$ cat config.mk
export PLATFORM = sky130hd
export DESIGN_NAME = tritone_dmem_arbiter
export DESIGN_NICKNAME = d
export VERILOG_FILES = /design/src/rtl/tritone_dmem_arbiter.sv
export SDC_FILE = /design/constraint.sdc
export NUM_CORES = 1
export LEC_CHECK = 0
export BUFFER_PORTS_ARGS = -buffer_cell sky130_fd_sc_hd__buf_2
export CORE_AREA = 2 2 134 136
export CTS_BUF_LIST = sky130_fd_sc_hd__clkbuf_8
export CTS_CLUSTER_DIAMETER = 120
export DETAILED_ROUTE_END_ITERATION = 10
export DIE_AREA = 0 0 136 138
export PLACE_DENSITY = 0.44
export SYNTH_ARGS = -nofsm -noshare
export SYNTH_HDL_FRONTEND = slang
export SYNTH_SLANG_ARGS = --single-unit
$ cat constraint.sdc
create_clock -name clk -period 2.3 [get_ports clk]
set_input_delay 0.345 -clock clk [delete_from_list [all_inputs] [get_ports clk]]
set_output_delay 0.345 -clock clk [all_outputs]
set_load 0.02 [all_outputs]
$ cat src/rtl/tritone_dmem_arbiter.sv
`default_nettype none
// ============================================================================
// Module   : tritone_dmem_arbiter
// Purpose  : Single-port DMEM arbiter between the ternary CPU load/store port
//            and the TPU DMA bridge. Grants one SRAM access per cycle, returns
//            read data one cycle after the grant to whichever master owns the
//            read, and packs/unpacks trits for the 32-bit DMA side.
//            A starvation counter forces a DMA grant after STARVE_LIMIT
//            consecutive denied DMA cycles.
// Ports    : clk, rst_n           - clock, asynchronous active-low reset
//            cpu_*_i / cpu_*_o    - CPU request/grant/read-return channel
//            dma_*_i / dma_*_o    - DMA request/grant/read-return channel
//            mem_*_o / mem_rdata_i- shared SRAM port (1-cycle read latency)
//            conflict_cnt_o       - saturating count of dual-request cycles
//            enc_err_o            - sticky invalid-trit flag
// Config   : DMEM_ENC_CHECK_EN    - when defined, written trits equal to 2'b11
//                                   are stored as T_ZERO and set enc_err_o.
// Revision : 1.0 - initial release
// ============================================================================
module tritone_dmem_arbiter #(
  parameter int TRIT_WIDTH   = 27,
  parameter int DMEM_DEPTH   = 2048,
  parameter int ADDR_BITS    = 11,
  parameter int STARVE_LIMIT = 4
) (
  input  logic                    clk,
  input  logic                    rst_n,
  input  logic                    cpu_req_i,
  input  logic                    cpu_we_i,
  input  logic [ADDR_BITS-1:0]    cpu_addr_i,
  input  logic [2*TRIT_WIDTH-1:0] cpu_wdata_i,
  output logic                    cpu_gnt_o,
  output logic                    cpu_rvalid_o,
  output logic [2*TRIT_WIDTH-1:0] cpu_rdata_o,
  input  logic                    dma_req_i,
  input  logic                    dma_we_i,
  input  logic [ADDR_BITS-1:0]    dma_addr_i,
  input  logic [31:0]             dma_wdata_i,
  output logic                    dma_gnt_o,
  output logic                    dma_rvalid_o,
  output logic [31:0]             dma_rdata_o,
  output logic                    mem_en_o,
  output logic                    mem_we_o,
  output logic [ADDR_BITS-1:0]    mem_addr_o,
  output logic [2*TRIT_WIDTH-1:0] mem_wdata_o,
  input  logic [2*TRIT_WIDTH-1:0] mem_rdata_i,
  output logic [15:0]             conflict_cnt_o,
  output logic                    enc_err_o
);

  localparam int C_DW = 2 * TRIT_WIDTH;
  localparam int C_SW = $clog2(STARVE_LIMIT + 1);
  // One extra bit so an out-of-range test also works when DEPTH == 2**ADDR_BITS.
  localparam logic [ADDR_BITS:0] C_DEPTH       = (ADDR_BITS + 1)'(DMEM_DEPTH);
  localparam logic [C_SW-1:0]    C_STARVE_LAST = C_SW'(STARVE_LIMIT - 1);
  localparam logic [1:0]         C_T_ZERO      = 2'b00;
  localparam logic [1:0]         C_T_BAD       = 2'b11;

  typedef enum logic [0:0] {
    CPU_PRI   = 1'b0,
    DMA_FORCE = 1'b1
  } state_t;

  state_t            state_q;
  logic [C_SW-1:0]   starve_q;
  logic              rd_cpu_q, rd_cpu_d;
  logic              rd_dma_q, rd_dma_d;
  logic              rd_oor_q, rd_oor_d;
  logic [15:0]       conflict_q, conflict_d;

  logic              w_cpu_gnt, w_dma_gnt;
  logic              w_cpu_in, w_dma_in;
  logic [C_DW-1:0]   w_cpu_wd, w_dma_wd;

  function automatic logic [1:0] f_sanitize(input logic [1:0] t);
`ifdef DMEM_ENC_CHECK_EN
    return (t == C_T_BAD) ? C_T_ZERO : t;
`else
    return t;
`endif
  endfunction

  // --------------------------------------------------------------------------
  // Arbitration: grants are gated by rst_n so every output is 0 in reset.
  // --------------------------------------------------------------------------
  assign w_dma_gnt = rst_n && dma_req_i && ((state_q == DMA_FORCE) || !cpu_req_i);
  assign w_cpu_gnt = rst_n && cpu_req_i && !w_dma_gnt;
  assign cpu_gnt_o = w_cpu_gnt;
  assign dma_gnt_o = w_dma_gnt;

  assign w_cpu_in  = ({1'b0, cpu_addr_i} < C_DEPTH);
  assign w_dma_in  = ({1'b0, dma_addr_i} < C_DEPTH);

  always_ff @(posedge clk or negedge rst_n) begin
    if (!rst_n) begin
      state_q  <= CPU_PRI;
      starve_q <= '0;
    end else begin
      case (state_q)
        CPU_PRI: begin
          if (w_dma_gnt) begin
            starve_q <= '0;
          end else if (dma_req_i) begin
            starve_q <= starve_q + C_SW'(1);
            if (starve_q == C_STARVE_LAST) begin
              state_q <= DMA_FORCE;
            end
          end
        end
        // DMA either takes its forced grant now or has withdrawn; both
        // outcomes return to CPU priority with a cleared counter.
        DMA_FORCE: begin
          starve_q <= '0;
          state_q  <= CPU_PRI;
        end
        default: begin
          starve_q <= '0;
          state_q  <= CPU_PRI;
        end
      endcase
    end
  end

  // --------------------------------------------------------------------------
  // Write data: CPU word passes through, DMA fills trits 0..15 and zeroes the rest
  // --------------------------------------------------------------------------
`ifdef DMEM_ENC_CHECK_EN
  logic [TRIT_WIDTH-1:0] w_cpu_bad, w_dma_bad;
`endif

  for (genvar i = 0; i < TRIT_WIDTH; i++) begin : g_trit
    logic [1:0] w_dma_t;
    if (i < 16) begin : g_dma_lo
      assign w_dma_t = dma_wdata_i[2*i +: 2];
    end else begin : g_dma_hi
      assign w_dma_t = C_T_ZERO;
    end
    assign w_cpu_wd[2*i +: 2] = f_sanitize(cpu_wdata_i[2*i +: 2]);
    assign w_dma_wd[2*i +: 2] = f_sanitize(w_dma_t);
`ifdef DMEM_ENC_CHECK_EN
    assign w_cpu_bad[i] = (cpu_wdata_i[2*i +: 2] == C_T_BAD);
    assign w_dma_bad[i] = (w_dma_t == C_T_BAD);
`endif
  end

  // --------------------------------------------------------------------------
  // SRAM port: out-of-range accesses are granted but never reach the SRAM
  // --------------------------------------------------------------------------
  always_comb begin
    mem_en_o    = 1'b0;
    mem_we_o    = 1'b0;
    mem_addr_o  = '0;
    mem_wdata_o = '0;
    if (w_dma_gnt && w_dma_in) begin
      mem_en_o    = 1'b1;
      mem_we_o    = dma_we_i;
      mem_addr_o  = dma_addr_i;
      mem_wdata_o = dma_we_i ? w_dma_wd : '0;
    end else if (w_cpu_gnt && w_cpu_in) begin
      mem_en_o    = 1'b1;
      mem_we_o    = cpu_we_i;
      mem_addr_o  = cpu_addr_i;
      mem_wdata_o = cpu_we_i ? w_cpu_wd : '0;
    end
  end

  // --------------------------------------------------------------------------
  // Read-return tag and conflict counter
  // --------------------------------------------------------------------------
  always_comb begin
    rd_cpu_d   = w_cpu_gnt && !cpu_we_i;
    rd_dma_d   = w_dma_gnt && !dma_we_i;
    rd_oor_d   = (rd_cpu_d && !w_cpu_in) || (rd_dma_d && !w_dma_in);
    conflict_d = conflict_q;
    if (cpu_req_i && dma_req_i && (conflict_q != 16'hFFFF)) begin
      conflict_d = conflict_q + 16'd1;
    end
  end

  always_ff @(posedge clk or negedge rst_n) begin
    if (!rst_n) begin
      rd_cpu_q   <= 1'b0;
      rd_dma_q   <= 1'b0;
      rd_oor_q   <= 1'b0;
      conflict_q <= '0;
    end else begin
      rd_cpu_q   <= rd_cpu_d;
      rd_dma_q   <= rd_dma_d;
      rd_oor_q   <= rd_oor_d;
      conflict_q <= conflict_d;
    end
  end

  assign cpu_rvalid_o   = rd_cpu_q;
  assign dma_rvalid_o   = rd_dma_q;
  assign cpu_rdata_o    = (rd_cpu_q && !rd_oor_q) ? mem_rdata_i : '0;
  assign dma_rdata_o    = (rd_dma_q && !rd_oor_q) ? mem_rdata_i[31:0] : '0;
  assign conflict_cnt_o = conflict_q;

`ifdef DMEM_ENC_CHECK_EN
  logic enc_err_q;
  always_ff @(posedge clk or negedge rst_n) begin
    if (!rst_n) begin
      enc_err_q <= 1'b0;
    end else if ((w_cpu_gnt && cpu_we_i && (|w_cpu_bad)) ||
                 (w_dma_gnt && dma_we_i && (|w_dma_bad))) begin
      enc_err_q <= 1'b1;
    end
  end
  assign enc_err_o = enc_err_q;
`else
  assign enc_err_o = 1'b0;
`endif

endmodule
`default_nettype wire

==> run summary <==
• 2.11 ns — Final Critical Period
• 136 um — die extent in x
• 0.534 ns — worst-margin pin slew
• 0.641 — relative max-transition margin
• 831 — number of cells in the design after placement
• 0.240 — Seq/Total Area, Yosys
• 3.96 — Vias per Instance
• 0.248 — share of the core filled with cells
• 723 uW — net switching power
• 0.27 ns — later-pin clock latency in the skew report
• dfrtp_1 — Crit-path slowest cell
• 0 — DRT antenna net count
• output pin — element type at the critical path end
• 1 — depth of the CTS H-tree
• dfrtp_1 — Top FF cell, synth
• 0 — Hold Vio Cnt, Final
• and2_1 — most frequent cell after synthesis
• 410 mW/mm2 — PwrDens
• 0 — Post-synth EDFFs
• 0.00573 ns — skew final
• 138 um — Die Y
• 0.920 — portion of the clock cycle consumed by the worst path in the final layout
• 89.4% — Area growth syn-to-layout
• 13.4 mm — Final Routed Wirelength
• 0.421 mV — Max VDD drop
• 1.96 ns — required time at the endpoint of the critical path
• done — TritonCTS clock tree
• 3134 — number of global-route vias before repair
• 3 — clock buffer count from CTS
• 0.00164 mm2 — area occupied by multi-input gates
• 0.0534 — xor and xnor fraction of the mapped netlist area
• 837 — number of standard cells in the layout, taps in and fillers out
• 3 — buffer and inverter count on the worst path
• 56 — pin count of the biggest net entering global routing
• 16.0 um — drt wl/cell
• 0.0163 — Post-Synth Adder-Cell Area
• 0.00427 mm2 — area post-placement
• 1.77 ns — data arrival time at the worst-slack endpoint
• 0.0175 mm2 — CORE AREA
• 0 — max-cap violations
• and2_1 (88), a22o_1 (43), and3_1 (22), dfrtp_1 (22), clkbuf_1 (15) — most frequent cells after synthesis
• 0.0188 mm2 — Die ar.
• 0.759 — routability congestion estimate from global placement
• 1.00 — fraction of registers with async set/reset
• 8.26 um2 — average cell area after synthesis
• 2 — maximum buffer depth of the clock tree
• 0.240 — area share of the leading cell type in the synthesized netlist
• 278 — cell count after synthesis
• 49 — FP Rows
• 0.470 — combinational cell fraction of total power
• 22 — flip-flop and latch count after synthesis
• 22 — CTS sink cnt
• 33 — critical path fanouts, max
• reg -> out — Worst Setup Path Type
• 0.131 — starting utilization of the core area
• 0 — GR Overflow Total
• 340 — I/O Buffers
• 342 — number of placed I/O pins
• 1970 — fillers
• 0.595 — share of layout cells above drive strength 1
• 0.00435 mm2 — design area
• 779 — NumNets Final
• 473 MHz — highest clock frequency the design can meet
• register — Setup crit start kind
• 0.189 — share of the synthesized area in compound gates (AO/OA/AOI/OAI)
• 0 — Synthesis Warnings
• 109 — initial drt markers
• 11.5 mm — half-perimeter wire length after placement
• 38 — number of distinct library cells after synthesis
• 0 — Max Transition Viols Final
• 0 ns — Final TNS setup
• 0.445 — area fraction in and, or, nand and nor cells after synthesis
• and2_1 — top cell type by total area after synthesis
• 0.00272 uW — static power due to leakage
• clkbuf_8 — clock root buffer
• 4 — 1st-pass router iterations
• complete, no violations — status
• 0 — number of remaining DRC errors
• inv_1 > a21oi_4 > and2_1 > buf_12 > a22o_1 > buf_2 — Critical Path, Cell by Cell
• in -> async — class of the worst hold path
• false — setup repair after global routing missed its margin
• 1060 uW — internal power
• 0.00654 — multiplexer area fraction after synthesis
• 0.45 ns — Largest stage delay, worst path
• simple AND/OR/NAND/NOR gates — largest family of logic cells by synthesized area
• 0.405 — net switching fraction of the power
• 0.320 — sequential share of power
• buffers and inverters — kind of cell adding the most delay to the critical path
• 551 um2 — sequential cell area
• 0.46 ns — worst reg2reg setup slack
• 0.00230 mm2 — area of the mapped netlist
• 1 — number of antenna violations at the first check in global routing
• and2_1 (24%), dfrtp_1 (24%), a22o_1 (16%), and3_1 (6.0%), xor2_1 (5.0%) — dominant cells by area after synthesis
• 0 — Gates resized, CTS repair
• 0 — setup violators final
• 19.0 mm — wire length of the first global-routing pass
• 0.09 ns — clock slew at reported path FFs
• 3312 — Vias
• 0.132 — overall fraction of global-route tracks in use
• 0.210 — relative contribution of the clock network to total power
• 449 — net count of the mapped netlist
==> sequential cells by signal, indices dropped and copies added, names as in the netlist <==
signal,flops
conflict_cnt_o,16
state_q,1
starve_q,3
dma_rvalid_o,1
cpu_rvalid_o,1
==> per-stage QoR <==
stage | hold slack (ns) | total power (uW) | setup WS [ns]
floorplan | 0.0494 | 1030 | 0.493
global placement | 0.162 | 1430 | 0.346
detailed placement | 0.165 | 1420 | 0.330
CTS | 0.140 | 1810 | 0.181
global route | 0.158 | 1910 | 0.0917
finish | 0.125 | 1780 | 0.185
==> per-layer routing <==
layer	track usage	vias to the layer above	part of all wire
met2	0.219	199	0.46
met1	0.181	1472	0.44
met4	0.0154	0	0.0033
li1	-	1637	-
met3	0.0264	4	0.092
met5	0	-	0
==> timing repair <==
item                       in CTS  in global routing
hold endpoints to repair        1                  0
setup endpoints to repair       0                  0
hold buffers                    1                  0
buffers inserted                0                  0
==> cells in the final DEF, fill, tap and decap left out, drive strengths merged, types with 2 or more instances in the layout <==
| cell type | synthesis | layout |
|---|---|---|
| a21oi | 4 | 4 |
| a22o | 43 | 43 |
| and2 | 88 | 88 |
| and3 | 22 | 22 |
| and4 | 2 | 2 |
| buf | 8 | 348 |
| clkbuf | 16 | 3 |
| dfrtp | 22 | 22 |
| ha | 3 | 3 |
| inv | 2 | 2 |
| nand2 | 8 | 8 |
| nand2b | 4 | 4 |
| nand3 | 5 | 5 |
| nand4 | 5 | 5 |
| nor2 | 3 | 3 |
| nor2b | 3 | 3 |
| nor3 | 7 | 7 |
| nor3b | 2 | 2 |
| nor4 | 6 | 6 |
| o21a | 3 | 3 |
| xor2 | 13 | 13 |
==> area by class of cell <==
cell class / instances / area share
Multi-Input combinational cell: 230 / 0.376
Tap cell: 229 / 0.0659
Timing Repair Buffer: 349 / 0.413
Clock buffer: 3 / 0.00949
Antenna cell: 1 / 0.000575
Inverter: 2 / 0.00173
Clock inverter: 1 / 0.00690
Sequential cell: 22 / 0.127
==> final timing paths <==
kind	startpoint	end	depth (start not counted)
hold reg to reg	starve_q[1]$_DFFE_PN0P_	starve_q[1]$_DFFE_PN0P_	2
hold / removal	rst_n	conflict_cnt_o[6]$_DFFE_PN0P_	2
setup / recovery	state_q$_DFF_PN0_	mem_wdata_o[7]	6
max in group asynchronous	rst_n	starve_q[0]$_DFFE_PN0P_	2
min in group clk	dma_we_i	dma_rvalid_o$_DFF_PN0_	2
setup reg to reg	conflict_cnt_o[0]$_DFFE_PN0P_	conflict_cnt_o[1]$_DFFE_PN0P_	5
==> cell families (layout without fill, tap and decap cells) <==
family          after synthesis  after routing
mux                           1              1
simple gates                161            161
xor+xnor                     14             14
other cells                   1              2
compound gates               50             50
flops                        22             22
buf+inv                      26            355
fa+ha+maj                     3              3
==> power by group through the flow <==
stage               registers [uW]  logic (uW)  clock network (uW)
detailed placement             579         845                   0
finish                         571         839                 375
floorplan                      632         395                   0
global route                   589         922                 396
CTS                            571         852                 390
global placement               579         849                   0
No activity file was read; power rests on OpenSTA's default activity.
